`config.mk`:
```
export PLATFORM = sky130hd
export DESIGN_NAME = fifo_stream_reader
export DESIGN_NICKNAME = d
export VERILOG_FILES = /design/src/rtl/fifo_stream_reader.sv
export SDC_FILE = /design/constraint.sdc
export NUM_CORES = 1
export LEC_CHECK = 0
export CAP_MARGIN = 10
export CORE_UTILIZATION = 50
export DETAILED_ROUTE_END_ITERATION = 10
export PLACE_DENSITY = 0.8
export SKIP_LAST_GASP = 1
export SLEW_MARGIN = 20
export SYNTH_ARGS = -nofsm -noshare
export SYNTH_HDL_FRONTEND = slang
export SYNTH_SLANG_ARGS = --single-unit
```
`constraint.sdc`:
```
create_clock -name clk -period 3.3 [get_ports clk]
set_clock_uncertainty 0.05 [all_clocks]
set_input_delay 0.495 -clock clk [delete_from_list [all_inputs] [get_ports clk]]
set_output_delay 0.495 -clock clk [all_outputs]
set_load 0.1 [all_outputs]
```
`src/rtl/fifo_stream_reader.sv`:
```
// ============================================================================
// Module   : fifo_stream_reader
// Purpose  : Drains a 1-cycle-latency FIFO into a valid/ready stream through
//            a two-entry skid buffer. Optional transfer counter is enabled by
//            defining FIFO_STREAM_READER_CNT_EN.
// Revision : 1.0 - initial release
// ============================================================================
`default_nettype none

module fifo_stream_reader #(
    parameter int DATA_WIDTH = 32
) (
    input  logic                  clk,
    input  logic                  rst,
    input  logic                  enable,
    input  logic                  fifo_empty,
    input  logic [DATA_WIDTH-1:0] fifo_data_out,
    output logic                  fifo_cs,
    output logic                  fifo_rd_en,
    output logic                  m_valid,
    output logic [DATA_WIDTH-1:0] m_data,
    input  logic                  m_ready,
`ifdef FIFO_STREAM_READER_CNT_EN
    output logic [15:0]           xfer_cnt,
`endif
    output logic                  busy
);

    localparam int OUT_DEPTH = 2;

    logic [1:0]            r_occ;
    logic                  r_inflight;
    logic [DATA_WIDTH-1:0] r_buf0;
    logic [DATA_WIDTH-1:0] r_buf1;

    logic                  w_pop;
    logic [2:0]            w_level;
    logic                  w_rd_en;

    assign w_pop   = (r_occ != 2'd0) & m_ready;
    // Words already owned (buffered + in flight) after this cycle's pop.
    assign w_level = {1'b0, r_occ} + {2'b00, r_inflight} - {2'b00, w_pop};
    assign w_rd_en = ~rst & enable & ~fifo_empty & (w_level < 3'(OUT_DEPTH));

    assign fifo_rd_en = w_rd_en;
    assign fifo_cs    = w_rd_en;
    assign m_valid    = (r_occ != 2'd0);
    assign m_data     = r_buf0;
    assign busy       = (r_occ != 2'd0) | r_inflight;

    always_ff @(posedge clk or posedge rst) begin
        if (rst) begin
            r_occ      <= 2'd0;
            r_inflight <= 1'b0;
            r_buf0     <= '0;
            r_buf1     <= '0;
        end else begin
            r_inflight <= w_rd_en;
            case ({r_inflight, w_pop})
                2'b10: begin
                    if (r_occ == 2'd0) begin
                        r_buf0 <= fifo_data_out;
                    end else begin
                        r_buf1 <= fifo_data_out;
                    end
                    r_occ <= r_occ + 2'd1;
                end
                2'b01: begin
                    r_buf0 <= r_buf1;
                    r_occ  <= r_occ - 2'd1;
                end
                2'b11: begin
                    // Capture queues behind whatever survives the pop.
                    if (r_occ == 2'd1) begin
                        r_buf0 <= fifo_data_out;
                    end else begin
                        r_buf0 <= r_buf1;
                        r_buf1 <= fifo_data_out;
                    end
                end
                default: begin
                end
            endcase
        end
    end

`ifdef FIFO_STREAM_READER_CNT_EN
    logic [15:0] r_xfer_cnt;

    always_ff @(posedge clk or posedge rst) begin
        if (rst) begin
            r_xfer_cnt <= 16'd0;
        end else if (w_pop) begin
            r_xfer_cnt <= r_xfer_cnt + 16'd1;
        end
    end

    assign xfer_cnt = r_xfer_cnt;
`endif

endmodule

`default_nettype wire

```
==> results of run 1 <==
flip-flops by register name, summed over array words and instances, names as in the netlist:
name        count
m_data         32
r_buf1         32
r_occ           2
r_inflight      1
worst reg2reg max path, stage by stage (launching register included):
cell and delay (ns):
dfrtp_2 0.41, inv_2 0.08, ha_4 0.16, nor2b_4 0.05, buf_4 0.13, ha_1 0.22, a22oi_1 0.23, o21a_4 0.40
buf_12 0.24, mux2_4 0.32
per-layer routing:
metal  global-route usage (%)  part of all wire [%]  vias up
met1                     31.1                    44     1209
met4                     11.2                   1.6        0
met2                     38.8                    50       81
li1                         -                     -     1128
met5                        0                     0        -
met3                     5.22                   5.1       12
repair_timing:
item                       4_1_cts  5_1_grt
pin swaps                        0        2
gates resized for setup          2        1
setup endpoints to repair        2        2
buffers inserted                 2        3
layout make-up:
type,count,share of cell area [%]
Sequential cell,67,39.4
Timing Repair Buffer,84,19.9
Clock inverter,7,2.73
Tap cell,75,2.20
Clock buffer,9,2.91
Inverter,6,0.529
Multi-Input combinational cell,182,32.3
final timing paths:
path,startpoint,endpoint,slack (ns)
max,r_occ[0],fifo_cs,0.10
min,r_buf1[17],r_buf1[17],0.46
max reg2reg,r_occ[1],r_buf1[9],0.89
min reg2reg,r_buf1[17],r_buf1[17],0.46
max in group asynchronous,rst,m_data[30],2.02
min in group asynchronous,rst,r_buf1[2],0.56
stage by stage:
step / worst slack (ns) / instances / setup TNS (ns) / hold WS (ns)
global route: -0.00648 / 430 / -0.0114 / 0.463
CTS: 0.0259 / 427 / 0 / 0.457
global placement: 0.0442 / 409 / 0 / 0.432
detailed placement: -0.0208 / 409 / -0.0414 / 0.439
floorplan: -0.460 / 278 / -0.575 / 0.424
finish: 0.100 / 430 / 0 / 0.457
cell families (layout without fill, tap and decap cells):
logic type               after synthesis  after routing  share of synthesized area (%)
AND/OR/NAND/NOR                       73             73                           10.5
AO/OA/AOI/OAI                         67             67                           12.2
flip-flops                            67             67                           52.9
multiplexers                          33             33                           15.4
buffers and inverters                 29            106                           5.57
adder cells (fa/ha/maj)                6              6                           2.61
XOR/XNOR                               3              3                          0.829
layout by cell type (no fill, tap or decap), drive strengths merged:
| cell type | netlist | final |
|---|---|---|
| dfrtp | 67 | 67 |
| clkdlybuf4s50 | 0 | 66 |
| o21ai | 33 | 33 |
| mux2 | 33 | 33 |
| nand3 | 32 | 32 |
| nor2 | 32 | 32 |
| a31oi | 32 | 32 |
| buf | 17 | 17 |
| clkbuf | 6 | 9 |
| inv | 6 | 6 |
| ha | 5 | 5 |
| bufinv | 0 | 3 |
| nand2 | 3 | 3 |
| clkinv | 0 | 3 |
| xnor2 | 2 | 2 |
| nand2b | 2 | 2 |
| or2b | 1 | 1 |
| and2b | 1 | 1 |
| a22oi | 1 | 1 |
| o21a | 1 | 1 |
| nor2b | 1 | 1 |
| xor2 | 1 | 1 |
| nor4 | 1 | 1 |
| fa | 1 | 1 |
| clkinvlp | 0 | 1 |
| dlygate4sd2 | 0 | 1 |
==> metrics.txt, run 1 <==
placed instance area 3970 um^2; synth-to-layout area growth 34.3%; share of layout cells above drive strength 1 21.7%; cell taking the most area after synthesis dfrtp_1; H-tree depth 3; top-area cell type share of the netlist area 52.9%; Crit. End Element primary output; asr flop ratio synth 100%; critical-path maximum fanout 4; Peak Freq 313 MHz; ys flop type dfrtp_1; Core Box Area 6030 um^2; post-synthesis register bit count 67; fin crit period 3.20 ns; post-synthesis sequential area ratio 52.9%; Setup violations, final 0; Routed Antenna Nets 0; first drt pass iteration count 4; number of buffers created by CTS 9; Fin. Hold Viols 0; CTS tree built; Synth cell types 25; register area 1680 um^2; Iteration-0 DRC Markers 190; syn_area_per_cell 11.4 um^2; cell with the most instances after synthesis dfrtp_1; first-pass GRT wire length 12000 um; design area 4260 um^2; Hold Path Depth 1; Synth top cells by count 67 x dfrtp_1, 33 x o21ai_0, 32 x a31oi_1, 32 x nand3_1, 32 x nor2_1; CP Buf/Inv Count 3; Detail Placement HPWL 4450 um; Worst Reg-to-Reg Cells 9; initial antenna violation count 0; synthesized net count 321; Placer Congestion 0.747; worst rel slew slack 34.6%; post-synthesis instance total 278; Yosys warning count 0; max-slew violations 0; post-DR wirelength/cell 16.7 um; Worst Max-Slew Pin Slew 0.978 ns; CTS Buffer Depth 2; num ports 73; WL final 7190 um; Worst-path clk slew 0.07 ns; cell count along the critical path 10; chip height 81.6 um; Area contributors post-synth dfrtp_1 53%, mux2_4 15%, a31oi_1 6.3%, o21ai_0 5.2%, nand3_1 5.1%; Hold Crit Class flip-flop to flip-flop; EDFF count, synth 0; Critical Path Slowest Stage Cell fa_1; # nets final 393; number of max-cap violations 0; Vias 2430; max incr delay on CP 0.53 ns; CP required 2.75 ns; # fillers 445; Hold Buf Count CTS 0; Mapped Area 3170 um^2; Die W 81.6 um; period utilization 97.0%; DR vias/cell 5.65; Initial Util 52.6%; outcome completed; total grt overflow 0; Crit path top cell by count ha_4; # port buffers 72; Die Area 6660 um^2; worst setup path category flip-flop to primary output; WP data arrival 2.65 ns; area of the multi-input gates 1380 um^2; dominant delay contributor by cell family on the critical path adder cells; Diodes inserted 0; Root Buffer clkbuf_8; vias in the first global route 2484; CP cell instances inv_1 -> ha_4 -> nor2b_4 -> ha_4 -> nand2b_4 -> fa_1 -> nand2_2 -> nor4_4 -> buf_4 -> buf_12; gr usage total 24.1%; DRC Markers 0; worst skew pair latency 0.34 ns; # clock sinks 67; site row count 28; pin count of the biggest net entering global routing 65; final core occ 70.6%; nature of the critical path startpoint flip-flop
Power of run 1 is not shown: default switching activity piles up to over one toggle a cycle in this logic, so the estimate is an artifact.
==> inputs of run 2 (changes only) <==
--- a/config.mk
+++ b/config.mk
@@ -8,6 +8,7 @@
 export CAP_MARGIN = 10
 export CORE_UTILIZATION = 50
 export DETAILED_ROUTE_END_ITERATION = 10
+export GPL_ROUTABILITY_DRIVEN = 0
 export PLACE_DENSITY = 0.8
 export SKIP_LAST_GASP = 1
 export SLEW_MARGIN = 20
==> results of run 2 <==
The final DEF is identical to that of run 1; final timing and power are the same.
Power of run 2 is left out for the same reason.
==> inputs of run 3 (changes only) <==
--- a/config.mk
+++ b/config.mk
@@ -5,7 +5,8 @@
 export SDC_FILE = /design/constraint.sdc
 export NUM_CORES = 1
 export LEC_CHECK = 0
-export CAP_MARGIN = 10
+export ABC_AREA = 0
+export CAP_MARGIN = 20
 export CORE_UTILIZATION = 50
 export DETAILED_ROUTE_END_ITERATION = 10
 export GPL_ROUTABILITY_DRIVEN = 0
==> results of run 3 <==
The final DEF is identical to that of run 1; final timing and power are the same.
Power of run 3 is left out for the same reason.
